===== config.mk =====
export PLATFORM = sky130hd
export DESIGN_NAME = apb_rr_master
export DESIGN_NICKNAME = d
export VERILOG_FILES = /design/src/rtl/apb_rr_pkg.sv /design/src/rtl/apb_rr_master_arbiter.sv /design/src/rtl/apb_rr_master.sv
export SDC_FILE = /design/constraint.sdc
export NUM_CORES = 1
export LEC_CHECK = 0
export ABC_CLOCK_PERIOD_IN_PS = 1800
export CELL_PAD_IN_SITES_DETAIL_PLACEMENT = 1
export CELL_PAD_IN_SITES_GLOBAL_PLACEMENT = 2
export CORE_ASPECT_RATIO = 1.5
export CORE_MARGIN = 2
export CORE_UTILIZATION = 21
export CTS_CLUSTER_SIZE = 20
export DETAILED_ROUTE_END_ITERATION = 16
export HOLD_SLACK_MARGIN = 0.1
export PLACE_DENSITY = 0.79
export SYNTH_ARGS = -nofsm -noshare
export SYNTH_HDL_FRONTEND = slang
export SYNTH_HIERARCHICAL = 1
export SYNTH_SLANG_ARGS = --single-unit

===== constraint.sdc =====
create_clock -name PCLK -period 1.8 [get_ports PCLK]
set_input_delay 0.54 -clock PCLK [delete_from_list [all_inputs] [get_ports PCLK]]
set_output_delay 0.54 -clock PCLK [all_outputs]
set_load 0.01 [all_outputs]

===== src/rtl/apb_rr_pkg.sv =====
// Shared types and helpers for the round-robin APB master: FSM state encoding,
// requester index width and the rotating first-set-bit pick.
package apb_rr_pkg;

    typedef enum logic [1:0] {
        IDLE   = 2'd0,
        SETUP  = 2'd1,
        ACCESS = 2'd2
    } state_t;

    // Index width covers the largest legal requester count so the pick
    // function can be shared by every parameterisation.
    localparam int MAX_REQ = 8;
    localparam int IDX_W   = $clog2(MAX_REQ);

    typedef struct packed {
        logic             valid;
        logic [IDX_W-1:0] idx;
    } pick_t;

    function automatic pick_t rr_pick(input logic [MAX_REQ-1:0] req,
                                      input logic [IDX_W-1:0]   ptr,
                                      input int                 nreq);
        pick_t p;
        int    j;
        p = '0;
        for (int k = 0; k < MAX_REQ; k++) begin
            j = (int'(ptr) + k) % nreq;
            if (k < nreq && !p.valid && req[j]) begin
                p.valid = 1'b1;
                p.idx   = IDX_W'(j);
            end
        end
        return p;
    endfunction

endpackage


===== src/rtl/apb_rr_master_arbiter.sv =====
// Round-robin arbiter: combinational pick starting at a registered pointer,
// which moves past the winner when its transfer completes.
module rr_arbiter
    import apb_rr_pkg::*;
#(
    parameter int NREQ = 2
) (
    input  logic             PCLK,
    input  logic             PRESET,
    input  logic [NREQ-1:0]  i_req,
    input  logic             i_adv,
    input  logic [IDX_W-1:0] i_winner,
    output logic             o_valid,
    output logic [IDX_W-1:0] o_idx
);

    logic [IDX_W-1:0]   r_ptr;
    logic [MAX_REQ-1:0] w_req_pad;
    pick_t              w_pick;

    always_comb begin
        w_req_pad             = '0;
        w_req_pad[NREQ-1:0]   = i_req;
    end

    assign w_pick  = rr_pick(w_req_pad, r_ptr, NREQ);
    assign o_valid = w_pick.valid;
    assign o_idx   = w_pick.idx;

    always_ff @(posedge PCLK) begin
        if (PRESET) begin
            r_ptr <= '0;
        end else if (i_adv) begin
            r_ptr <= (i_winner == IDX_W'(NREQ - 1)) ? '0 : i_winner + 1'b1;
        end
    end

endmodule


===== src/rtl/apb_rr_master.sv =====
// APB master sharing one slave between NREQ requesters: round-robin grant,
// SETUP/ACCESS sequencing, read-data return and a bounded PREADY wait.
module apb_rr_master
    import apb_rr_pkg::*;
#(
    parameter int NREQ    = 2,
    parameter int AW      = 32,
    parameter int DW      = 32,
    parameter int TIMEOUT = 16
) (
    input  logic             PCLK,
    input  logic             PRESET,
    input  logic [NREQ-1:0]  req,
    input  logic [NREQ-1:0]  req_write,
    input  logic [NREQ*AW-1:0] req_addr,
    input  logic [NREQ*DW-1:0] req_wdata,
    output logic [NREQ-1:0]  gnt,
    output logic [NREQ-1:0]  done,
    output logic             err,
    output logic [DW-1:0]    rdata,
    output logic             PSEL,
    output logic             PENABLE,
    output logic             PWRITE,
    output logic [AW-1:0]    PRWADDR,
    output logic [DW-1:0]    PRWDATA,
    input  logic [DW-1:0]    PRDATA1,
    input  logic             PREADY
);

    localparam int               CNT_W    = $clog2(TIMEOUT);
    localparam logic [CNT_W-1:0] CNT_LAST = CNT_W'(TIMEOUT - 1);

    state_t           r_state;
    state_t           w_next;
    logic [CNT_W-1:0] r_cnt;
    logic [IDX_W-1:0] r_idx;
    logic [NREQ-1:0]  r_gnt;
    logic [NREQ-1:0]  r_done;
    logic             r_err;
    logic [DW-1:0]    r_rdata;
    logic             r_pwrite;
    logic [AW-1:0]    r_paddr;
    logic [DW-1:0]    r_pwdata;

    logic             w_pick_valid;
    logic [IDX_W-1:0] w_pick_idx;
    logic             w_start;
    logic             w_end;
    logic             w_tmo;
    logic [NREQ-1:0]  w_pick_oh;
    logic [NREQ-1:0]  w_cur_oh;
    logic             w_sel_write;
    logic [AW-1:0]    w_sel_addr;
    logic [DW-1:0]    w_sel_wdata;

    rr_arbiter #(.NREQ(NREQ)) u_arb (
        .PCLK     (PCLK),
        .PRESET   (PRESET),
        .i_req    (req),
        .i_adv    (w_end),
        .i_winner (r_idx),
        .o_valid  (w_pick_valid),
        .o_idx    (w_pick_idx)
    );

    always_comb begin
        w_pick_oh   = '0;
        w_cur_oh    = '0;
        w_sel_write = 1'b0;
        w_sel_addr  = '0;
        w_sel_wdata = '0;
        for (int i = 0; i < NREQ; i++) begin
            w_pick_oh[i] = (w_pick_idx == IDX_W'(i));
            w_cur_oh[i]  = (r_idx == IDX_W'(i));
            if (w_pick_idx == IDX_W'(i)) begin
                w_sel_write = req_write[i];
                w_sel_addr  = req_addr[i*AW +: AW];
                w_sel_wdata = req_wdata[i*DW +: DW];
            end
        end
    end

    always_comb begin
        w_next  = r_state;
        w_start = 1'b0;
        w_end   = 1'b0;
        w_tmo   = 1'b0;
        case (r_state)
            IDLE: begin
                if (w_pick_valid) begin
                    w_start = 1'b1;
                    w_next  = SETUP;
                end
            end
            SETUP: w_next = ACCESS;
            ACCESS: begin
                if (PREADY) begin
                    w_end  = 1'b1;
                    w_next = IDLE;
                end else if (r_cnt == CNT_LAST) begin
                    w_end  = 1'b1;
                    w_tmo  = 1'b1;
                    w_next = IDLE;
                end
            end
            default: w_next = IDLE;
        endcase
    end

    always_ff @(posedge PCLK) begin
        if (PRESET) begin
            r_state  <= IDLE;
            r_cnt    <= '0;
            r_idx    <= '0;
            r_gnt    <= '0;
            r_done   <= '0;
            r_err    <= 1'b0;
            r_rdata  <= '0;
            r_pwrite <= 1'b0;
            r_paddr  <= '0;
            r_pwdata <= '0;
        end else begin
            r_state <= w_next;
            r_done  <= '0;
            r_err   <= 1'b0;
            if (w_start) begin
                r_idx    <= w_pick_idx;
                r_gnt    <= w_pick_oh;
                r_pwrite <= w_sel_write;
                r_paddr  <= w_sel_addr;
                r_pwdata <= w_sel_wdata;
            end
            if (r_state == SETUP) begin
                r_cnt <= '0;
            end else if (r_state == ACCESS && !PREADY) begin
                r_cnt <= r_cnt + 1'b1;
            end
            // A timed-out read leaves the previous read data in place.
            if (w_end) begin
                r_gnt  <= '0;
                r_done <= w_cur_oh;
                r_err  <= w_tmo;
                if (!w_tmo && !r_pwrite) begin
                    r_rdata <= PRDATA1;
                end
            end
        end
    end

    assign PSEL    = (r_state != IDLE);
    assign PENABLE = (r_state == ACCESS);
    assign PWRITE  = r_pwrite;
    assign PRWADDR = r_paddr;
    assign PRWDATA = r_pwdata;
    assign gnt     = r_gnt;
    assign done    = r_done;
    assign err     = r_err;
    assign rdata   = r_rdata;

endmodule


==> run summary <==
Hold_ws: 0.451 ns
Worst-Skew Late Latency: 0.36 ns
Pin count of the biggest net entering global routing: 56
Most frequent cells in the layout: clkdlybuf4s50_1 (166), dfxtp_1 (112), dlygate4sd2_1 (80)
Syn Area/Cell: 10.2 sq um
Max stage delay cell, worst path: clkdlybuf4s50_1
Final worst slack: 0.0506 ns
CP Capture Type: primary output
Final core area utilization: 38.4%
Drt first pass iters: 4
Synth Instances: 441
Max frequency: 572 MHz
Critical path buffers and inverters: 1
Leakage: 3.65 nW
Worst Path Arrival: 1.21 ns
Overall Power: 5.77 mW
Die width: 124 um
Global route overflow: 0
Post-Synth XOR/XNOR Area: 0%
Vias in the first global route: 4642
H-tree levels: 3
Largest family of logic cells by synthesized area: compound AO/OA/AOI/OAI gates
Top Metal Used: met4
Worst hold endpoint: rdata[15]
Avg WL per Cell: 18.0 um
Via count: 4439
WL final: 17.9 mm
Worst r2r dst: done[1]
Tot GR Track Use: 14.3%
Top Ports: 271
Met3 wirelength from detailed routing: 1.79 mm
Startpoint types: register
Synth Register Bits: 112
Commonest non-fill, non-tap cell in the layout: clkdlybuf4s50_1
DRT met1 WL: 6.28 mm
Final Cycle Share: 97.2%
First-pass GRT wire length: 25.0 mm
Skew final: 0.00733 ns
Top delay family on crit path: buffers and inverters
RePlAce Congestion: 0.754
Status: complete, no violations
TritonCTS Buffers: 9
Crit path cell chain: clkdlybuf4s50_1
RSZ-0062 raised after global routing: yes
Final Hold Viols: 0
Hold_sp: rdata[15]
Clk slew on worst S/H paths: 0.07 ns
DRC violations left: 0
Post-detail-place hpwl: 13.1 mm
Power per cell area: 712 nW/um^2
CP required: 1.26 ns
Simple-gate share of the synthesized area: 10.1%
Final setup viols: 0
Hold/Removal Path Class: register to register
Max incr delay on CP: 0.54 ns
Layout Nets: 890
Initial drt markers: 110
Post-placement cell count: 973
Tmin final: 1.75 ns
Row count: 65
Post-synthesis mux area share: 15.8%
Die H: 183 um
Final setup TNS: 0 ns
Sequential area share after synthesis: 49.8%
Area Overhead vs Synth: 79.8%
Synth top area share: 49.8%
Ys Warns: 6
Layout cells sized above 1: 9.22%
Adder-cell share of the synthesized area: 0.278%
Reg2reg path depth: 4
N_diodes: 0
Hold path depth: 2
Max IR drop VDD: 387 uV
Crit path depth: 1
Pre-CTS setup slack: -0.355 ns
CTS tree: yes
Root Driver: clkbuf_16
Distinct cell type count after synthesis: 34
Largest cells by area after synthesis: dfxtp_1 (50%), mux2i_1 (16%), o2bb2ai_1 (13%)
Setup slack, reg-to-reg: 0.15 ns
Final instance area: 8100 sq um
# Max-Cap Violations: 0
Dpl cell area: 7680 sq um
DIE AREA: 22700 sq um
Crit Path Max Fanout: 1
Max Buffers Root-to-Sink: 2
Vias per cell: 4.46
Initial Util: 21.4%
Initial antenna violation count: 0
Metal2 WL: 9.61 mm
Critical path class: register to primary output
Post-Layout Cell Count: 995
Synth Area in Compound Gates: 18.5%
Post-route ant nets: 0
Cell taking the most area after synthesis: dfxtp_1
IO Port Bufs: 270
Sinks on Clock Net: 112
Core Area: 21100 sq um
Mapped Area: 4500 sq um
Reg-to-Reg Start: r_state[1]
Max Slew Vio Count: 0
-- kinds of logic (layout without fill, tap and decap cells) --
logic type | after synthesis | in the layout
other cells | 1 | 2
fa+ha+maj | 1 | 1
simple gates | 100 | 100
compound gates | 111 | 111
mux | 71 | 71
flops | 112 | 112
buf+inv | 45 | 330
-- cell usage after synthesis --
master       n
a211oi_2     1
a21bo_2      1
a21boi_0     1
a21oi_1     35
a31oi_1      3
and2_1       1
buf_2       19
buf_4        4
buf_6        5
clkbuf_1    13
conb_1       1
dfxtp_1    112
ha_1         1
inv_1        4
mux2i_1     71
nand2_1     67
nand2b_1     2
nand3_1      1
nand4b_1     1
nand4bb_1    1
nor2_1       8
nor2b_1      2
nor3_1       6
nor3b_1      3
nor3b_2      1
nor4bb_1     2
o2111ai_1    1
o211ai_1     2
o21bai_1     1
o2bb2ai_1   65
o31ai_1      1
or2_1        2
or3_1        2
or3b_1       1
-- final cells by class --
class                           count  area [sq um]
Fill cell                        2375         13000
Timing Repair Buffer              310          3120
Sequential cell                   112          2240
Multi-Input combinational cell    285          2090
Tap cell                          268           335
Clock buffer                        9           225
Clock inverter                      7          70.1
Inverter                            4          15.0
-- layer usage --
layer	track usage (%)	vias up
met2	26.7	184
met1	14.3	2101
met3	5.63	17
met4	4.50	0
met5	0	-
li1	-	2137
-- repair_timing --
item,CTS,global route
gates resized for setup,81,30
gates cloned,0,5
setup buffers,0,1
pin swaps,0,1
setup endpoints to repair,81,76
hold buffers,0,0
-- report_power, final --
group,switching [mW],internal [mW],total [mW]
registers,0.0467,2.56,2.61
clock network,0.962,1.08,2.04
logic,0.446,0.670,1.12
total,1.46,4.31,5.77
-- flip-flops by register name, summed over array words and instances (netlist names) --
register and cells:
r_state 2, PRWADDR 32, rdata 32, gnt 2, err 1, r_idx 3, PWRITE 1, r_cnt 4
u_arb/r_ptr 1, PRWDATA 32, done 2
-- worst max path at each step --
stage / from / endpoint / slack, ns
4_1_cts: rdata[28] / rdata[28] / 0.00009
5_1_grt: r_state[1] / PSEL / -0.003
3_5_place_dp: req[0] / PRWADDR[1] / -0.36
6_report: done[0] / done[0] / 0.05
2_1_floorplan: req[0] / PRWADDR[0] / 0.10
3_3_place_gp: req[0] / PRWDATA[26] / -0.29
Note: power is estimated with default switching activity, not from simulation.
